[src/rtl/uart_tx_serializer.sv]
// uart_tx_serializer
//   Frames parallel words into an asynchronous serial bit stream for an RS422
//   line driver. It runs downstream of a baud generator: it raises baud_en_o
//   while a frame is in flight, and it moves on by one bit on every baud_tick_i.
//   The idle line level is mark (high). The frame is sent LSB first:
//   start, data, optional parity, then one or two stop bits.
//
// Parameters
//   DATA_BITS   payload bits per frame (5..9)
//   PARITY_EN   1 = append a parity bit after the data bits
//   PARITY_ODD  1 = odd parity, 0 = even (ignored without parity)
//   STOP_BITS   stop bits per frame (1 or 2)
//
// Ports
//   clk_i        single clock, rising edge
//   rst_ni       synchronous active-low reset
//   baud_tick_i  one-clock pulse per bit period from the baud generator
//   baud_en_o    baud generator enable, high while a frame is in flight
//   tx_data_i    word to send, sampled only on the handshake
//   tx_valid_i   upstream offers tx_data_i
//   tx_ready_o   a word can be accepted this cycle
//   tx_out_o     serial line output
//   tx_busy_o    high from acceptance until the last stop bit completes

module uart_tx_serializer #(
  parameter int DATA_BITS  = 8,
  parameter int PARITY_EN  = 0,
  parameter int PARITY_ODD = 0,
  parameter int STOP_BITS  = 1
) (
  input  logic                 clk_i,
  input  logic                 rst_ni,
  input  logic                 baud_tick_i,
  output logic                 baud_en_o,
  input  logic [DATA_BITS-1:0] tx_data_i,
  input  logic                 tx_valid_i,
  output logic                 tx_ready_o,
  output logic                 tx_out_o,
  output logic                 tx_busy_o
);

  localparam int CNT_W = (DATA_BITS > 1) ? $clog2(DATA_BITS) : 1;
  localparam logic [CNT_W-1:0] LAST_BIT = CNT_W'(DATA_BITS - 1);
  localparam logic ODD_BIT   = (PARITY_ODD != 0);
  localparam logic HAS_PAR   = (PARITY_EN != 0);
  localparam logic STOP_LAST = (STOP_BITS == 2);

  // Bad parameter values stop elaboration instead of producing a broken frame.
  if (DATA_BITS < 5 || DATA_BITS > 9) begin : g_bad_data_bits
    $error("uart_tx_serializer: DATA_BITS must be 5..9");
  end
  if (STOP_BITS < 1 || STOP_BITS > 2) begin : g_bad_stop_bits
    $error("uart_tx_serializer: STOP_BITS must be 1 or 2");
  end
  if (PARITY_EN < 0 || PARITY_EN > 1 || PARITY_ODD < 0 || PARITY_ODD > 1) begin : g_bad_parity
    $error("uart_tx_serializer: PARITY_EN and PARITY_ODD must be 0 or 1");
  end

  typedef enum logic [2:0] {
    IDLE,
    START,
    DATA,
    PARITY,
    STOP
  } state_t;

  state_t               state_q;
  logic [DATA_BITS-1:0] shift_q;
  logic [DATA_BITS-1:0] shift_d;
  logic [CNT_W-1:0]     bit_cnt_q;
  logic [CNT_W-1:0]     bit_cnt_d;
  logic                 stop_cnt_q;
  logic                 parity_q;
  logic                 parity_d;
  logic                 tx_out_q;
  logic                 tx_ready_q;
  logic                 tx_busy_q;
  logic                 baud_en_q;

  // Next values for the data path. Parity is taken from the incoming word,
  // because it is only loaded on the handshake edge.
  assign shift_d   = {1'b0, shift_q[DATA_BITS-1:1]};
  assign bit_cnt_d = bit_cnt_q + 1'b1;
  assign parity_d  = (^tx_data_i) ^ ODD_BIT;

  // Frame sequencer. Every output is registered, so the line changes on the
  // same edge that changes the state. Outside IDLE, the state changes only on
  // a baud tick. In IDLE the tick is ignored: the generator restarts when
  // baud_en rises, so the start bit lasts a full period.
  always_ff @(posedge clk_i) begin
    if (!rst_ni) begin
      state_q    <= IDLE;
      shift_q    <= '0;
      bit_cnt_q  <= '0;
      stop_cnt_q <= 1'b0;
      parity_q   <= 1'b0;
      tx_out_q   <= 1'b1;
      tx_ready_q <= 1'b1;
      tx_busy_q  <= 1'b0;
      baud_en_q  <= 1'b0;
    end else begin
      case (state_q)
        IDLE: begin
          if (tx_valid_i && tx_ready_q) begin
            shift_q    <= tx_data_i;
            parity_q   <= parity_d;
            tx_out_q   <= 1'b0;
            tx_ready_q <= 1'b0;
            tx_busy_q  <= 1'b1;
            baud_en_q  <= 1'b1;
            state_q    <= START;
          end
        end
        START: begin
          if (baud_tick_i) begin
            tx_out_q  <= shift_q[0];
            bit_cnt_q <= '0;
            state_q   <= DATA;
          end
        end
        DATA: begin
          if (baud_tick_i) begin
            if (bit_cnt_q == LAST_BIT) begin
              if (HAS_PAR) begin
                tx_out_q <= parity_q;
                state_q  <= PARITY;
              end else begin
                tx_out_q   <= 1'b1;
                stop_cnt_q <= 1'b0;
                state_q    <= STOP;
              end
            end else begin
              // The bit that follows is shift_q[1], so the line is loaded
              // with it on the same edge as the shift.
              shift_q   <= shift_d;
              tx_out_q  <= shift_q[1];
              bit_cnt_q <= bit_cnt_d;
            end
          end
        end
        PARITY: begin
          if (baud_tick_i) begin
            tx_out_q   <= 1'b1;
            stop_cnt_q <= 1'b0;
            state_q    <= STOP;
          end
        end
        STOP: begin
          if (baud_tick_i) begin
            if (stop_cnt_q == STOP_LAST) begin
              tx_out_q   <= 1'b1;
              tx_ready_q <= 1'b1;
              tx_busy_q  <= 1'b0;
              baud_en_q  <= 1'b0;
              state_q    <= IDLE;
            end else begin
              stop_cnt_q <= 1'b1;
            end
          end
        end
        default: begin
          tx_out_q   <= 1'b1;
          tx_ready_q <= 1'b1;
          tx_busy_q  <= 1'b0;
          baud_en_q  <= 1'b0;
          state_q    <= IDLE;
        end
      endcase
    end
  end

  assign tx_out_o   = tx_out_q;
  assign tx_ready_o = tx_ready_q;
  assign tx_busy_o  = tx_busy_q;
  assign baud_en_o  = baud_en_q;

endmodule
[config.mk]
export PLATFORM = sky130hd
export DESIGN_NAME = uart_tx_serializer
export DESIGN_NICKNAME = d
export VERILOG_FILES = /design/src/rtl/uart_tx_serializer.sv
export SDC_FILE = /design/constraint.sdc
export NUM_CORES = 1
export LEC_CHECK = 0
export CORE_MARGIN = 5
export CORE_UTILIZATION = 45
export CTS_CLUSTER_SIZE = 30
export DETAILED_ROUTE_END_ITERATION = 10
export PLACE_DENSITY_LB_ADDON = 0.12
export SETUP_SLACK_MARGIN = 0.2
export SYNTH_ARGS = -nofsm -noshare
export SYNTH_HDL_FRONTEND = slang
export SYNTH_SLANG_ARGS = --single-unit
[constraint.sdc]
create_clock -name clk_i -period 2 [get_ports clk_i]
set_clock_uncertainty 0.1 [all_clocks]
set_input_delay 0.6 -clock clk_i [delete_from_list [all_inputs] [get_ports clk_i]]
set_output_delay 0.6 -clock clk_i [all_outputs]
set_load 0.02 [all_outputs]
==> flow_summary.toml, run 1 <==
[placement]
dpl_worst_slack_ps = -64.96
gp_congestion = 0.7580
place_area_mm2 = 0.001115
dp_cells = 141
dp_hpwl_mm = 1.354
portBuffers = 15

[run_status]
status = "finished clean"

[worst_setup_path]
reg2reg_slack_ps = 270
crit_type = "reg2reg"
reg2reg_to = "shift_q[3]"
critPathBufInv = 0
crit_top_cell = "ha_1"
crit_family = "adder cells"
cp.arrival_ps = 1810
critical_path_required_ps = 2080
crit_path_end_kind = "flop"
startpoint_type = "flop"
path_cells = "ha_1 -> ha_1 -> nand3b_1 -> a211o_4 -> mux2i_1"
slowest_delay_ps = 420
ff2ff_path_depth = 5
worst_path_max_delay_cell = "a211o_4"
cp_max_fo = 8
reg2reg_from = "bit_cnt_q[0]"
startpoint = "bit_cnt_q[0]"

[floorplanning]
fp.dieW_um = 55.61
core_mm2 = 0.001982
start_util = 0.4722
row_count = 16
die_area_mm2 = 0.003092
die_y_um = 55.61
ios = 16

[flow_run]
cap_violations = 0

[cells_and_area]
final_nets = 133
drive_gt1_frac = 0.1780
area_delta_synth_final_pct = 22.33
final_cells = 145
final_cell_area_mm2 = 0.001145
n_fill_cell = 179
diodes = 0

[logic_synthesis]
syn_area_um2 = 935.9
synthTopCellsByCount = "nand2_1, dfxtp_1, mux2i_1"
synth_area_leader_cell = "dfxtp_1"
ys_seq_area_frac = 0.3636
synthMostInstantiatedCell = "nand2_1"
netlist_instances = 100
yosys_register_bits = 17
async_flop_share = 0
yosysWarnings = 0
syn_nets = 114
synthTopCellsByArea = "dfxtp_1, mux2i_1, mux2_2"
synthFlopType = "dfxtp_1"
synth_top_area_frac = 0.3636
avgSynthCellArea_um2 = 9.359
synth.distinct_cells = 32
synth_edf_count = 0

[timing]
clock.fmax_mhz = 577.1
fin_tns_setup_ps = 0
setup_violations = 0
fin_crit_ps = 1733
finalCritPeriodShare = 0.8664
hold_viol = 0
rsz0062_at_grt = "no"
setup_ws_ps = 267.1
slew_headroom = 0.7068
slew_viol_final = 0
tightest_slew_ps = 439.3

[detailed_routing]
viasPerCell = 5.110
antenna_left = 0
routed-wl-met2_um = 874
wl_mm = 1.814
wl_met1_um = 860
routed-wl-met3_um = 66
dr.max_layer_used = "met4"
drc = 0
dr_total_vias = 741
drt-pass1-iter-count = 2
dr.first_iter.drc_count = 4
wl_per_cell_um = 12.51

[power_and_ir_drop]
peakVddDrop_uv = 392.7
total_power_mw = 0.7475
leakage_nw = 0.4889
powerDensity_mw_per_mm2 = 652.9

[global_routing]
grt_pass1_vias = 735
grt_pass1_wl_mm = 3.153
antenna_found_initial = 0
grt_overflow = 0
grt_max_degree = 14
grt_use_total = 0.1231

[cts]
cts.sinks = 17
post-cts-setup-buffers = 0
clockBufferDepth = 2
cts-hold-fix-buffers = 0
cts_tree = "yes"
clk_pin_slew_ps = 100
cts_buffers = 3
clock_latency_ps = 290
clock-root-buffer = "clkbuf_4"
htree_num_levels = 1

[min_path]
hp-start = "shift_q[4]"
hold_depth = 2
whs_endpoint = "shift_q[4]"
hold_path_class = "reg2reg"
-- cell families (layout without fill, tap and decap cells) --
group | count (synthesis) | in the layout | synth area share
and+or+nand+nor | 38 | 38 | 0.2313
muxes | 19 | 19 | 0.2126
DFF | 17 | 17 | 0.3636
AOI/OAI and AO/OA | 14 | 14 | 0.09625
buffers and inverters | 10 | 28 | 0.06951
adders and majority gates | 2 | 2 | 0.02673
-- sequential cells by signal, indices dropped and copies added, names as in the netlist --
name        cells
baud_en_o       1
bit_cnt_q       3
shift_q         8
state_q         3
tx_out_o        1
tx_ready_o      1
-- area by class of cell --
cell class,count,area [um^2],area share
tap,27,33.78,0.02951
inverter,2,7.507,0.006557
timing repair buffer,22,197.7,0.1727
multi-input combinational,73,539.3,0.4710
sequential,17,340.3,0.2973
clock buffer,4,26.28,0.02295
-- cell usage in the layout (no fill, tap or decap), types with 2 or more instances in the layout --
cell,instances
nand2_1,20
mux2_2,7
nand3b_1,3
ha_1,2
nand2b_1,3
a21oi_1,3
buf_4,7
nor4_1,2
dlygate4sd2_1,4
dfxtp_1,17
clkbuf_4,3
o21a_1,2
inv_1,2
clkdlybuf4s50_1,11
mux2i_1,12
o21ai_0,4
-- routing by layer --
layer | vias up | GRT usage
met5 | - | 0
met4 | 0 | 0.05208
met3 | 2 | 0.02088
met2 | 9 | 0.2078
met1 | 343 | 0.1531
li1 | 387 | -
-- where the power goes --
part / switching [mW] / internal, mW / total, mW
Sequential: 0.0236 / 0.365 / 0.389
Clock: 0.108 / 0.0774 / 0.185
Combinational: 0.0774 / 0.0962 / 0.174
Total: 0.209 / 0.539 / 0.747
-- worst max path at each step --
stage | end | slack, ps | cells after the start
6_report | shift_q[3] | 270 | 5
5_1_grt | shift_q[7] | 200 | 5
4_1_cts | shift_q[3] | 230 | 5
3_5_place_dp | shift_q[2] | -60 | 4
3_3_place_gp | shift_q[4] | -50 | 4
2_1_floorplan | shift_q[0] | 400 | 6
-- timing repair --
item	4_1_cts	5_1_grt
endpoints found under the setup margin	12	8
gates resized for setup	5	1
pin swaps	0	1
cloned	0	0
-- tightest hold or removal path: stages, from the launching register on --
cell     delay [ps]
dfxtp_1         320
nand2_1          50
mux2i_1          50
-- per-stage QoR --
stage / utilization / hold WS [ps]
final: 0.5777 / 359.7
after global routing: 0.5777 / 386.2
after CTS: 0.5739 / 364.5
after detailed placement: 0.5625 / 351.2
after global placement: 0.5625 / 341.1
after floorplan: - / 334.5
No activity file was read; power rests on OpenSTA's default activity.
==> inputs of run 2 (changes only) <==
- ABC_CLOCK_PERIOD_IN_PS: default -> 2000
- RECOVER_POWER: default -> 100
==> run 2 against run 1 <==
Effect of this change: global-route usage unchanged; core utilization decreased by 0.13 points; combinational power about the same; sequential share of layout area increased by 0.065 points; largest power group unchanged.
==> flow_summary.toml, run 2 (same netlist as run 1, synthesis figures left out) <==
[detailed_routing]
antenna_left = 0
viasPerCell = 5.083
drc = 0
wl_mm = 1.816
dr.first_iter.drc_count = 4
wl_per_cell_um = 12.52
dr_total_vias = 737
drt-pass1-iter-count = 2

[timing]
rsz0062_at_grt = "no"
slew_headroom = 0.7070
hold_viol = 0
slew_viol_final = 0
fin_crit_ps = 1811
fin_tns_setup_ps = 0
clock.fmax_mhz = 552.1
tightest_slew_ps = 438.9
setup_violations = 0
timing.hold.ws_ps = 359.7
finalCritPeriodShare = 0.9056

[worst_setup_path]
startpoint = "baud_tick_i"
startpoint_type = "input port"
crit_path_end_kind = "flop"
reg2reg_from = "state_q[1]"
crit_type = "in2reg"
reg2reg_slack_ps = 210
reg2reg_to = "bit_cnt_q[2]"
ff2ff_path_depth = 4
cp_max_fo = 8
critical_path_required_ps = 2080
cp.arrival_ps = 1890

[cts]
cts_buffers = 3
cts_tree = "yes"
clk_pin_slew_ps = 100
post-cts-setup-buffers = 0
clock-root-buffer = "clkbuf_4"
htree_num_levels = 1
clockBufferDepth = 2
clock_latency_ps = 290
cts.sinks = 17
cts-hold-fix-buffers = 0

[power_and_ir_drop]
powerDensity_mw_per_mm2 = 652.3
leakage_nw = 0.4886
peakVddDrop_uv = 391.6
total_power_mw = 0.7452

[placement]
portBuffers = 15
gp_congestion = 0.7580
dp_hpwl_mm = 1.354
place_area_mm2 = 0.001115

[min_path]
hold_depth = 2
whs_endpoint = "shift_q[4]"
hp-start = "shift_q[4]"
hold_path_class = "reg2reg"

[cells_and_area]
multi_input_comb_area_um2 = 539.3
seqCellArea_um2 = 340.3
final_nets = 133
drive_gt1_frac = 0.1780
reg.largest.list = "shift_q (8), bit_cnt_q (3), state_q (3)"
largest_reg_flops = 8
final_cell_area_mm2 = 0.001142
n_fill_cell = 180
area_delta_synth_final_pct = 22.06
final_cell_mix = "nand2_1, dfxtp_1, mux2i_1, clkdlybuf4s50_1, mux2_2"
regMostFlops = "shift_q"
diodes = 0
final_common_cell = "nand2_1"

[floorplanning]
core_mm2 = 0.001982
die_y_um = 55.61
start_util = 0.4722
die_area_mm2 = 0.003092
ios = 16
fp.dieW_um = 55.61
row_count = 16

[run_status]
status = "finished clean"

[global_routing]
grt_pass1_wl_mm = 3.153
grt_pass1_vias = 735
antenna_found_initial = 0
grt_max_degree = 14
grt_use_total = 0.1231
grt_overflow = 0

[flow_run]
cap_violations = 0
run 2: cell types whose count changed in the layout (fill, tap and decap cells not counted):
cell             delta
o21ai_1             -1
clkbuf_2            +1
clkbuf_4            +1
clkdlybuf4s50_1     -2
dlygate4sd3_1       +2
buf_4               -2
o21ai_0             +1
run 2: final cells by class:
type | count | area share
timing repair buffer | 22 | 0.1709
inverter | 2 | 0.006572
tap | 27 | 0.02957
sequential | 17 | 0.2979
multi-input combinational | 73 | 0.4721
clock buffer | 4 | 0.02300
run 2: where the power goes:
| group | leakage [nW] | internal, mW | total (mW) | switching, mW |
|---|---|---|---|---|
| Combinational | 0.334 | 0.0942 | 0.171 | 0.0772 |
| Clock | 0.0150 | 0.0774 | 0.185 | 0.108 |
| Sequential | 0.139 | 0.365 | 0.389 | 0.0236 |
run 2: through the flow:
stage / cells / util / setup WS (ps)
global placement: 141 / 0.5625 / -47.35
finish: 145 / 0.5764 / 188.7
floorplan: 100 / - / 396.5
CTS: 145 / 0.5739 / 226.2
detailed placement: 141 / 0.5625 / -64.96
global route: 145 / 0.5764 / 108.4
run 2: worst max-delay path, cell delays in order:
cell and delay [ps]:
dlygate4sd3_1 560, buf_4 170, nor4b_1 330, a31oi_1 100
mux2i_1 140
run 2: worst max path at each step:
stage	endpoint	slack (ps)	cells past startpoint
4_1_cts	shift_q[3]	230	5
3_3_place_gp	shift_q[4]	-50	4
6_report	tx_out_o	190	5
3_5_place_dp	shift_q[2]	-60	4
2_1_floorplan	shift_q[0]	400	6
5_1_grt	tx_out_o	110	5
run 2: layer usage:
layer	wire (um)	vias to the layer above	share of wire	GRT usage
met1	864	340	0.48	0.1531
met5	0	-	0	0
li1	-	386	-	-
met3	66	2	0.036	0.02088
met4	13	0	0.0072	0.05208
met2	872	9	0.48	0.2078
run 2: repair_timing:
action | in CTS | in global routing
pin swaps | 0 | 1
gates resized for setup | 5 | 1
endpoints found under the setup margin | 12 | 8
